[config.mk]
export PLATFORM = sky130hd
export DESIGN_NAME = synth_voice_scheduler
export DESIGN_NICKNAME = d
export VERILOG_FILES = /design/src/rtl/synth_voice_scheduler.sv
export SDC_FILE = /design/constraint.sdc
export NUM_CORES = 1
export LEC_CHECK = 0
export ABC_AREA = 1
export CORE_MARGIN = 5
export CORE_UTILIZATION = 60
export CTS_CLUSTER_DIAMETER = 60
export CTS_CLUSTER_SIZE = 10
export DETAILED_ROUTE_END_ITERATION = 7
export PLACE_DENSITY = 0.86
export SLEW_MARGIN = 10
export SYNTH_ARGS = -nofsm -noshare
export SYNTH_HDL_FRONTEND = slang
export SYNTH_SLANG_ARGS = --single-unit
[constraint.sdc]
create_clock -name clk -period 4 [get_ports clk]
set_input_delay 1.2 -clock clk [delete_from_list [all_inputs] [get_ports clk]]
set_output_delay 1.2 -clock clk [all_outputs]
set_load 0.02 [all_outputs]
[src/rtl/synth_voice_scheduler.sv]
// synth_voice_scheduler
// Shares one waveform generator among NUM_VOICES phase-accumulator voices.
// Each sample tick makes one pass: every voice gets one issue slot in order,
// returned samples are summed and averaged, and the result goes out on a
// valid/ready port.
//
// Handshake: mix_valid rises with mix_data and both stay stable until a cycle
// where mix_valid && mix_ready, which is the single transfer; mix_valid drops
// on the following cycle.
module synth_voice_scheduler #(
  parameter int NUM_VOICES = 4,
  parameter int ACC_W      = 24,
  parameter int GEN_LAT    = 2
) (
  input  logic                          clk,
  input  logic                          rst,
  input  logic                          sample_tick,
  input  logic                          cfg_we,
  input  logic [$clog2(NUM_VOICES)-1:0] cfg_voice,
  input  logic [ACC_W-1:0]              cfg_fcw,
  input  logic                          cfg_en,
  output logic [14:0]                   gen_phase,
  input  logic [11:0]                   gen_wave,
  output logic [11:0]                   mix_data,
  output logic                          mix_valid,
  input  logic                          mix_ready,
  output logic                          busy,
  output logic                          overrun
);

  localparam int IDX_W  = $clog2(NUM_VOICES);
  localparam int SUM_W  = 12 + IDX_W;
  localparam int DCNT_W = $clog2(GEN_LAT + 1);

  typedef enum logic [1:0] {IDLE, ISSUE, DRAIN, OUTPUT} state_t;

  state_t                  state;
  state_t                  state_nxt;
  logic [IDX_W-1:0]        idx;
  logic [DCNT_W-1:0]       dcnt;
  logic [ACC_W-1:0]        phase [NUM_VOICES];
  logic [ACC_W-1:0]        fcw   [NUM_VOICES];
  logic [NUM_VOICES-1:0]   en;
  // tag[0] is registered alongside gen_phase; tag[GEN_LAT] lines up with gen_wave.
  logic [GEN_LAT:0]        tag;
  logic [SUM_W-1:0]        sum;
  logic [SUM_W-1:0]        sum_nxt;
  logic [ACC_W-1:0]        adv_phase;
  logic                    issue_last;
  logic                    drain_done;

  // Advanced phase of the slot voice, running sum including this cycle's sample.
  always_comb begin
    adv_phase  = phase[idx] + fcw[idx];
    sum_nxt    = sum + (tag[GEN_LAT] ? SUM_W'(gen_wave) : '0);
    issue_last = (idx == IDX_W'(NUM_VOICES - 1));
    drain_done = (dcnt == DCNT_W'(GEN_LAT));
  end

  // State register.
  always_ff @(posedge clk) begin
    if (rst) state <= IDLE;
    else     state <= state_nxt;
  end

  // Next-state decode.
  always_comb begin
    state_nxt = state;
    case (state)
      IDLE:    if (sample_tick) state_nxt = ISSUE;
      ISSUE:   if (issue_last)  state_nxt = DRAIN;
      DRAIN:   if (drain_done)  state_nxt = OUTPUT;
      OUTPUT:  if (mix_ready)   state_nxt = IDLE;
      default: state_nxt = IDLE;
    endcase
  end

  assign busy = (state != IDLE);

  // Pass datapath: slot counter, generator issue, tag pipe, sum, mix output.
  always_ff @(posedge clk) begin
    if (rst) begin
      idx       <= '0;
      dcnt      <= '0;
      tag       <= '0;
      sum       <= '0;
      gen_phase <= '0;
      mix_data  <= '0;
      mix_valid <= 1'b0;
      overrun   <= 1'b0;
    end else begin
      if (sample_tick && state != IDLE) overrun <= 1'b1;
      tag <= {tag[GEN_LAT-1:0], (state == ISSUE) && en[idx]};
      case (state)
        IDLE: begin
          if (sample_tick) begin
            sum <= '0;
            idx <= '0;
          end
        end
        ISSUE: begin
          idx       <= idx + IDX_W'(1);
          dcnt      <= '0;
          sum       <= sum_nxt;
          gen_phase <= en[idx] ? adv_phase[ACC_W-1 -: 15] : phase[idx][ACC_W-1 -: 15];
        end
        DRAIN: begin
          dcnt <= dcnt + DCNT_W'(1);
          sum  <= sum_nxt;
          if (drain_done) begin
            mix_data  <= sum_nxt[SUM_W-1:IDX_W];
            mix_valid <= 1'b1;
          end
        end
        OUTPUT: begin
          if (mix_ready) mix_valid <= 1'b0;
        end
        default: ;
      endcase
    end
  end

  // Voice registers: config write wins; a disabling write clears phase over an advance.
  always_ff @(posedge clk) begin
    if (rst) begin
      en <= '0;
      for (int v = 0; v < NUM_VOICES; v++) begin
        phase[v] <= '0;
        fcw[v]   <= '0;
      end
    end else begin
      for (int v = 0; v < NUM_VOICES; v++) begin
        if (cfg_we && cfg_voice == IDX_W'(v)) begin
          fcw[v] <= cfg_fcw;
          en[v]  <= cfg_en;
        end
        if (cfg_we && cfg_voice == IDX_W'(v) && !cfg_en)
          phase[v] <= '0;
        else if (state == ISSUE && idx == IDX_W'(v) && en[v])
          phase[v] <= adv_phase;
      end
    end
  end

endmodule

==> results of run 1 <==
## registers in the layout, indices dropped and copies added (netlist names), named ones only
signal / count
state: 2
overrun: 1
mix_valid: 1
phase: 96
dcnt: 2
en: 4
gen_phase: 15
sum: 14
fcw: 96
mix_data: 12
tag: 3
idx: 2
## tightest hold or removal path, stage by stage (launching register included)
cell and delay, ps:
dfxtp_1 300, inv_1 40, nor2_1 30
## synthesized netlist by cell type, types with 12 or more instances
library cell	instances	area share [%]
a32o_1	14	1.1
xnor2_1	12	0.80
buf_2	14	0.53
clkbuf_1	43	1.2
edfxtp_1	192	44
nand2_1	344	9.9
o22ai_1	32	1.5
a21oi_1	82	3.1
ha_1	44	4.2
inv_1	180	5.2
dfxtp_1	58	8.9
nor2_1	327	9.4
o21ai_0	84	3.2
nand3_1	47	1.8
## metal layers
metal / GRT usage (%) / vias to the layer above / share of wire, %
met5: 0 / - / 0
met4: 9.14 / 0 / 2.7
met3: 4.10 / 77 / 8.3
met2: 47.0 / 502 / 49
met1: 36.1 / 5041 / 40
li1: - / 5235 / -
## path summary, 6_finish.rpt
path / endpoint / slack (ps) / cells after the start
max: busy / 820 / 4
max reg2reg: phase[1][16] / 840 / 14
min: tag[2] / 420 / 2
min reg2reg: tag[2] / 420 / 2
## area by class of cell
type	instances	area (um2)	share of cell area, %
flip-flops and latches	250	6930	46.1
well taps	280	350	2.33
inverters	186	701	4.67
clock buffers	52	843	5.61
repair buffers	100	966	6.43
multi-input cells	1061	5190	34.6
clock inverters	4	37.5	0.250
## cells in the final DEF, fill, tap and decap left out, types with 21 or more instances in the layout
master and n:
clkbuf_16 30, ha_1 44, inv_1 180, edfxtp_1 192, nand2_1 344, nor2_1 327
buf_4 24, o21ai_0 84, clkbuf_1 21, o22ai_1 32, dfxtp_1 57, a21oi_1 82
nand3_1 47, clkdlybuf4s50_1 72
## logic make-up after synthesis
family,count (synthesis)
and+or+nand+nor,759
buffers and inverters,249
xor gates and xnor gates,23
AOI/OAI and AO/OA,233
adders and majority gates,46
DFF,250
## power by group
part	leakage [nW]	internal [mW]	total [mW]	switching, mW
Clock	0.417	1.42	2.42	0.999
Combinational	3.71	1.07	3.41	2.34
Sequential	2.41	2.99	3.07	0.0808
## through the flow
| step | hold WS [ps] | power, mW | setup slack (ps) | instances | util [%] |
|---|---|---|---|---|---|
| 3_3_place_gp | 390 | 6.35 | 623 | 1877 | 65.2 |
| 3_5_place_dp | 399 | 6.45 | 570 | 1877 | 65.2 |
| 4_1_cts | 422 | 8.87 | 814 | 1933 | 69.3 |
| 6_report | 418 | 8.89 | 820 | 1933 | 69.3 |
| 2_1_floorplan | 388 | 5.48 | 933 | 1560 | - |
| 5_1_grt | 428 | 9.41 | 595 | 1933 | 69.3 |
==> flow_metrics.env, run 1 <==
export IMPL_status="finished clean"
export IMPL_root_buffer="clkbuf_16"
export IMPL_async_flop_share_pct=0
export IMPL_worst_pin_slew_ps=912
export IMPL_start_util_pct=60.4
export IMPL_synth_top_family_by_area="simple AND/OR/NAND/NOR gates"
export IMPL_min_from="tag[1]"
export IMPL_synth_simple_area_share_pct=23.1
export IMPL_hold_viol=0
export IMPL_vdd_drop_max_uv=430
export IMPL_end_kind="output pin"
export IMPL_cp_max_fo=3
export IMPL_synth_area_um2=13100
export IMPL_htreeDepth=1
export IMPL_worstPathArrival_ps=1980
export IMPL_avgSynthCellArea_um2=8.40
export IMPL_period_share_pct=79.5
export IMPL_synth_mux_area_share_pct=0
export IMPL_synthAdderAreaFrac_pct=4.51
export IMPL_tns_ps=0
export IMPL_nets=1719
export IMPL_finalClockSkew_ps=22.7
export IMPL_synth_seq_area_share_pct=52.9
export IMPL_netlist_instances=1560
export IMPL_critPathLaunchType="register"
export IMPL_area_growth_pct=14.6
export IMPL_grt_pass1_vias=10776
export IMPL_drtAntennaViolNets=0
export IMPL_critical_path_class="register to output pin"
export IMPL_synth_cell_types=39
export IMPL_clock_sinks=250
export IMPL_crit_family="buffers and inverters"
export IMPL_die_area_um2=24900
export IMPL_crit_slowest_cell="clkdlybuf4s50_1"
export IMPL_powerDensity_nw_per_um2=592
export IMPL_synth_ff_type="edfxtp_1"
export IMPL_dpl_hpwl_um=22900
export IMPL_cts_setup_buffers=0
export IMPL_holdBufCountCts=0
export IMPL_maxCapViolCount=0
export IMPL_fillerInstances=1690
export IMPL_firstDrtPassIters=5
export IMPL_post_cts_resized=0
export IMPL_pin_count=74
export IMPL_cts_tree="built"
export IMPL_crit_start="state[0]"
export IMPL_hold_path_class="register to register"
export IMPL_critPathMaxStageDelay_ps=610
export IMPL_io_buffers=73
export IMPL_grt_pass1_wl_um=54100
export IMPL_drc=0
export IMPL_grt_usage_pct=27.4
export IMPL_drive_gt1_share_pct=5.57
export IMPL_wl_um=33800
export IMPL_first_iter_violations=1000
export IMPL_via_per_inst=5.62
export IMPL_max_freq_mhz=314
export IMPL_ys_ff_latch=250
export IMPL_route_vias_total=10855
export IMPL_wl_per_cell_um=17.5
export IMPL_p_leak_nw=6.54
export IMPL_path_common_cell="inv_1"
export IMPL_core_um2=21700
export IMPL_synth_xor_area_share_pct=1.65
export IMPL_slew_violations=0
export IMPL_setup_violations=0
export IMPL_cts_buffer_depth=3
export IMPL_die_w_um=158
export IMPL_grt_ovfl_total=0
export IMPL_diodes=0
export IMPL_min_period_ps=3180
export IMPL_yosysWarnings=0
export IMPL_place_congestion=1.00
export IMPL_synth_edf_count=192
export IMPL_crit_buf_inv=3
export IMPL_die_h_um=158
export IMPL_synth_compound_area_share_pct=10.4
export IMPL_cts_buffers_inserted=30
export IMPL_grt_max_degree=61
export IMPL_grt_setup_unrepaired="no"
export IMPL_path_cells="inv_1 > ha_1 > inv_1 > clkdlybuf4s50_1"
export IMPL_slew_headroom_pct=39.1
export IMPL_clk_pin_slew_ps=50
export IMPL_synth_nets=1650
export IMPL_place_area_um2=14100
export IMPL_crit_required_ps=2800
export IMPL_rows=54
export IMPL_final_area_um2=15000
export IMPL_antenna_found_initial=0
export IMPL_worstSkewPairLatency_ps=550
No activity file was read; power rests on OpenSTA's default activity.
==> run 2: changes to the inputs <==
==> constraint.sdc (replaced) <==
create_clock -name clk -period 3.3 [get_ports clk]
set_input_delay 0.99 -clock clk [delete_from_list [all_inputs] [get_ports clk]]
set_output_delay 0.99 -clock clk [all_outputs]
set_load 0.02 [all_outputs]
==> run 2 against run 1 <==
Net effect:
- hold slack improved by 1.9 ps
- wire length increased by 3.9%
- cell count increased by 0.10%
- sequential share of layout area decreased by 0.22 points
- worst setup slack got worse by 640 ps
- utilization increased by 0.33 points
- design area increased by 0.48%
- first-iteration DRC count increased by 35%
- count of clock-buffer cells in the layout decreased by 2
- non-clock buffer count increased by 7
- largest cell class unchanged
==> flow_metrics.env, run 2 (synthesis gave the netlist of run 1 again) <==
export IMPL_setup_violations=0
export IMPL_end_kind="register"
export IMPL_grt_pass1_vias=10946
export IMPL_p_leak_nw=6.57
export IMPL_clock_sinks=250
export IMPL_vdd_drop_max_uv=587
export IMPL_period_share_pct=94.7
export IMPL_finalClockSkew_ps=26.1
export IMPL_grt_pass1_wl_um=55500
export IMPL_slew_violations=0
export IMPL_area_growth_pct=15.2
export IMPL_diodes=0
export IMPL_regArea_um2=6930
export IMPL_die_h_um=158
export IMPL_path_cells="inv_2 > buf_12 > o21ai_0 > o22ai_1 > ha_1 > fa_2 > nand3_1 > nand3_1 > nand2_1 > nand3_1 > nand3_1 > nand3_1 > and2_1 > nor2_1"
export IMPL_hold_viol=0
export IMPL_max_freq_mhz=320
export IMPL_worst_pin_slew_ps=718
export IMPL_largestRegisters="fcw x96, phase x96, gen_phase x15"
export IMPL_place_congestion=1.05
export IMPL_drtAntennaViolNets=0
export IMPL_fillerInstances=1607
export IMPL_drc=0
export IMPL_dpl_hpwl_um=23200
export IMPL_tns_ps=0
export IMPL_path_common_cell="nand3_1"
export IMPL_critPathMaxStageDelay_ps=320
export IMPL_critical_path_class="register to register"
export IMPL_wl_um=35100
export IMPL_die_w_um=158
export IMPL_slew_headroom_pct=52.1
export IMPL_powerDensity_nw_per_um2=710
export IMPL_first_iter_violations=1351
export IMPL_crit_slowest_cell="dfxtp_1"
export IMPL_rows=54
export IMPL_cts_buffers_inserted=28
export IMPL_grt_setup_unrepaired="no"
export IMPL_route_vias_total=11092
export IMPL_min_from="tag[0]"
export IMPL_most_common_layout_cells="nand2_1, nor2_1, edfxtp_1, inv_1, o21ai_0"
export IMPL_worstSkewPairLatency_ps=550
export IMPL_pin_count=74
export IMPL_worstPathArrival_ps=3400
export IMPL_clk_pin_slew_ps=60
export IMPL_io_buffers=73
export IMPL_crit_required_ps=3580
export IMPL_antenna_found_initial=0
export IMPL_crit_buf_inv=2
export IMPL_maxCapViolCount=0
export IMPL_min_period_ps=3120
export IMPL_grt_ovfl_total=0
export IMPL_start_util_pct=60.4
export IMPL_firstDrtPassIters=6
export IMPL_hold_path_class="register to register"
export IMPL_wl_per_cell_um=18.2
export IMPL_root_buffer="clkbuf_16"
export IMPL_critPathLaunchType="register"
export IMPL_final_area_um2=15100
export IMPL_status="finished clean"
export IMPL_via_per_inst=5.73
export IMPL_die_area_um2=24900
export IMPL_cts_tree="built"
export IMPL_holdBufCountCts=0
export IMPL_final_cells=1935
export IMPL_cp_max_fo=64
export IMPL_cts_buffer_depth=3
export IMPL_cts_setup_buffers=0
export IMPL_power_mw=10.7
export IMPL_nets=1724
export IMPL_hold_slack_ps=420
export IMPL_multiInputGateArea_um2=5210
export IMPL_grt_max_degree=65
export IMPL_crit_family="simple AND/OR/NAND/NOR gates"
export IMPL_grt_usage_pct=28.3
export IMPL_dp_cells=1884
export IMPL_core_um2=21700
export IMPL_mostFrequentLayoutCell="nand2_1"
export IMPL_drive_gt1_share_pct=5.80
export IMPL_htreeDepth=1
export IMPL_place_area_um2=14300
[run 2: cell types whose count changed in the layout (fill, tap and decap cells not counted), sizes merged]
| cell | delta |
|---|---|
| clkbuf | -2 |
| buf | +7 |
| inv | -1 |
| clkinv | -1 |
| clkinvlp | -1 |
[run 2: where the power goes]
part	internal [mW]	leakage [nW]	switching, mW
combinational	1.34	3.78	2.88
sequential	3.62	2.41	0.0999
clock	1.59	0.378	1.19
total	6.55	6.57	4.16
[run 2: stage by stage]
| stage | setup WS (ps) | util (%) |
|---|---|---|
| 2_1_floorplan | 443 | - |
| 3_3_place_gp | 140 | 65.8 |
| 3_5_place_dp | 129 | 65.8 |
| 4_1_cts | 176 | 69.5 |
| 5_1_grt | 12.1 | 69.6 |
| 6_report | 175 | 69.6 |
[run 2: path summary, 6_finish.rpt]
check                                    end  slack, ps  cells past startpoint
worst max-delay path            phase[2][16]        180                     14
worst min register to register        tag[1]        420                      2
worst min-delay path                  tag[1]        420                      2
worst max register to register  phase[2][16]        180                     14
[run 2: layout make-up]
class | instances | area share (%)
sequential | 250 | 45.9
timing repair buffer | 107 | 7.33
tap | 280 | 2.32
inverter | 186 | 4.64
clock inverter | 1 | 0.108
multi-input combinational | 1061 | 34.5
clock buffer | 50 | 5.19
[run 2: per-layer routing]
metal	vias up	global-route usage [%]	routed length [um]
met5	-	0	0
met1	5189	36.3	13200
met3	103	4.37	3150
met4	0	12.1	1470
li1	5249	-	-
met2	551	48.1	17300
[run 2: what timing repair did]
action	in CTS	in global routing
resized for setup	0	4
endpoints found under the hold margin	0	0
setup endpoints to repair	0	14
[run 2: worst reg2reg max path: stages, from the launching register on]
cell and delay (ps):
dfxtp_1 320, inv_2 70, buf_12 280, o21ai_0 190, o22ai_1 220, ha_1 320, fa_2 310, nand3_1 100
nand3_1 200, nand2_1 100, nand3_1 150, nand3_1 160, nand3_1 140, and2_1 220, nor2_1 70
==> run 3: changes to the inputs <==
--- a/config.mk
+++ b/config.mk
@@ -6,12 +6,14 @@
 export NUM_CORES = 1
 export LEC_CHECK = 0
 export ABC_AREA = 1
+export CAP_MARGIN = 0
 export CORE_MARGIN = 5
 export CORE_UTILIZATION = 60
 export CTS_CLUSTER_DIAMETER = 60
 export CTS_CLUSTER_SIZE = 10
 export DETAILED_ROUTE_END_ITERATION = 7
-export PLACE_DENSITY = 0.86
+export PLACE_DENSITY = 0.85
+export SKIP_LAST_GASP = 1
 export SLEW_MARGIN = 10
 export SYNTH_ARGS = -nofsm -noshare
 export SYNTH_HDL_FRONTEND = slang
==> run 3 against run 2 <==
Net effect:
- worst setup slack gained 49 ps
- largest cell class unchanged
- sequential share of layout area shrank 0.17 points
- global-route usage shrank 0.94 points
- fmax grew 1.6%
- highest routed layer unchanged
- non-clock buffer count grew 3
- count of clock-buffer cells in the layout grew 1
- utilization grew 0.27 points
- via count shrank 1.7%
- design area grew 0.38%
- hold slack lost 20 ps
- first-iteration DRC count shrank 17%
- clock skew shrank 15 ps
==> flow_metrics.env, run 3 (synthesis gave the netlist of run 1 again) <==
export IMPL_status="finished clean"
export IMPL_root_buffer="clkbuf_16"
export IMPL_maxCapViolCount=0
export IMPL_hold_path_class="register to register"
export IMPL_critPathLaunchType="register"
export IMPL_met3_usage_pct=3.34
export IMPL_io_buffers=73
export IMPL_grt_pass1_wl_um=53800
export IMPL_antenna_found_initial=0
export IMPL_cts_buffers_inserted=30
export IMPL_wl_per_cell_um=17.4
export IMPL_first_iter_violations=1126
export IMPL_crit_required_ps=3590
export IMPL_drtAntennaViolNets=0
export IMPL_powerDensity_nw_per_um2=718
export IMPL_power_mw=10.9
export IMPL_largestRegisters="fcw x96, phase x96, gen_phase x15"
export IMPL_firstDrtPassIters=6
export IMPL_worstPathArrival_ps=3360
export IMPL_period_share_pct=93.2
export IMPL_drc=0
export IMPL_die_area_um2=24900
export IMPL_cts_buffer_depth=3
export IMPL_route_vias_total=10899
export IMPL_die_h_um=158
export IMPL_grt_pass1_vias=10592
export IMPL_cp_max_fo=24
export IMPL_grt_use_met2_pct=45.2
export IMPL_end_kind="register"
export IMPL_setup_violations=0
export IMPL_drive_gt1_share_pct=6.20
export IMPL_dpl_hpwl_um=22900
export IMPL_clock_sinks=250
export IMPL_fillerInstances=1664
export IMPL_finalClockSkew_ps=11.0
export IMPL_mostFrequentLayoutCell="nand2_1"
export IMPL_critical_path_class="register to register"
export IMPL_grt_max_degree=57
export IMPL_use_met1_pct=36.8
export IMPL_nets=1729
export IMPL_grt_ovfl_total=0
export IMPL_wl_um=33900
export IMPL_tns_ps=0
export IMPL_die_w_um=158
export IMPL_htreeDepth=1
export IMPL_grt_setup_unrepaired="no"
export IMPL_rows=54
export IMPL_worstSkewPairLatency_ps=550
export IMPL_start_util_pct=60.4
export IMPL_slew_violations=0
export IMPL_multiInputGateArea_um2=5210
export IMPL_core_um2=21700
export IMPL_min_period_ps=3080
export IMPL_clk_pin_slew_ps=60
export IMPL_area_growth_pct=15.6
export IMPL_via_per_inst=5.61
export IMPL_busiest_layer="met2"
export IMPL_cts_setup_buffers=0
export IMPL_most_common_layout_cells="nand2_1, nor2_1, edfxtp_1, inv_1, o21ai_0"
export IMPL_regArea_um2=6930
export IMPL_max_freq_mhz=325
export IMPL_place_congestion=0.971
export IMPL_slew_headroom_pct=51.2
export IMPL_p_leak_nw=6.61
export IMPL_vdd_drop_max_uv=482
export IMPL_pin_count=74
export IMPL_hold_viol=0
export IMPL_diodes=0
export IMPL_cts_tree="built"
export IMPL_grt_usage_pct=27.4
export IMPL_hold_slack_ps=400
export IMPL_worst_pin_slew_ps=732
==> run 3: power by group <==
part	total [mW]	internal (mW)	switching [mW]
registers	3.72	3.62	0.104
clock network	2.93	1.70	1.23
logic	4.22	1.37	2.86
total	10.9	6.68	4.19
==> run 3: routing by layer <==
layer / wire length [um] / vias to the layer above
li1: - / 5259
met1: 13500 / 5048
met2: 16400 / 505
met3: 2680 / 87
met4: 1270 / 0
met5: 0 / -
==> run 3: cell type report <==
cell class / count / share of cell area [%]
clock inverter: 4 / 0.273
multi-input combinational: 1061 / 34.4
tap: 280 / 2.31
clock buffer: 51 / 5.48
timing repair buffer: 110 / 7.20
inverter: 186 / 4.63
sequential: 250 / 45.7
==> run 3: what timing repair did <==
action | CTS | global route
resized for setup | 0 | 2
hold buffers | 0 | 0
setup endpoints to repair | 0 | 2
==> run 3: final timing paths <==
path / from / endpoint / slack (ps) / cells after the start
setup reg to reg: register / phase[1][20] / 220 / 14
hold reg to reg: tag[0] / tag[1] / 400 / 2
hold / removal: tag[0] / tag[1] / 400 / 2
setup / recovery: register / phase[1][20] / 220 / 14
==> run 3: critical path: stages (launching register included) <==
cell     delay, ps
dfxtp_2        380
inv_2          130
buf_4          280
o21ai_0        120
o22ai_1        340
ha_1           360
nand2_1        150
inv_1           60
a21oi_1        290
nand2_1        100
nand2_1        120
nand3_1        100
nand2_1        120
and2_1         200
nor2_1          60
==> run 3: through the flow <==
stage | setup WS [ps] | util [%] | area [um2] | std cells
4_1_cts | 230 | 69.8 | 15100 | 1942
2_1_floorplan | 443 | - | 13100 | 1560
5_1_grt | 24.4 | 69.9 | 15100 | 1942
6_report | 224 | 69.9 | 15100 | 1942
3_3_place_gp | 120 | 65.8 | 14300 | 1887
3_5_place_dp | 54.4 | 65.8 | 14300 | 1887
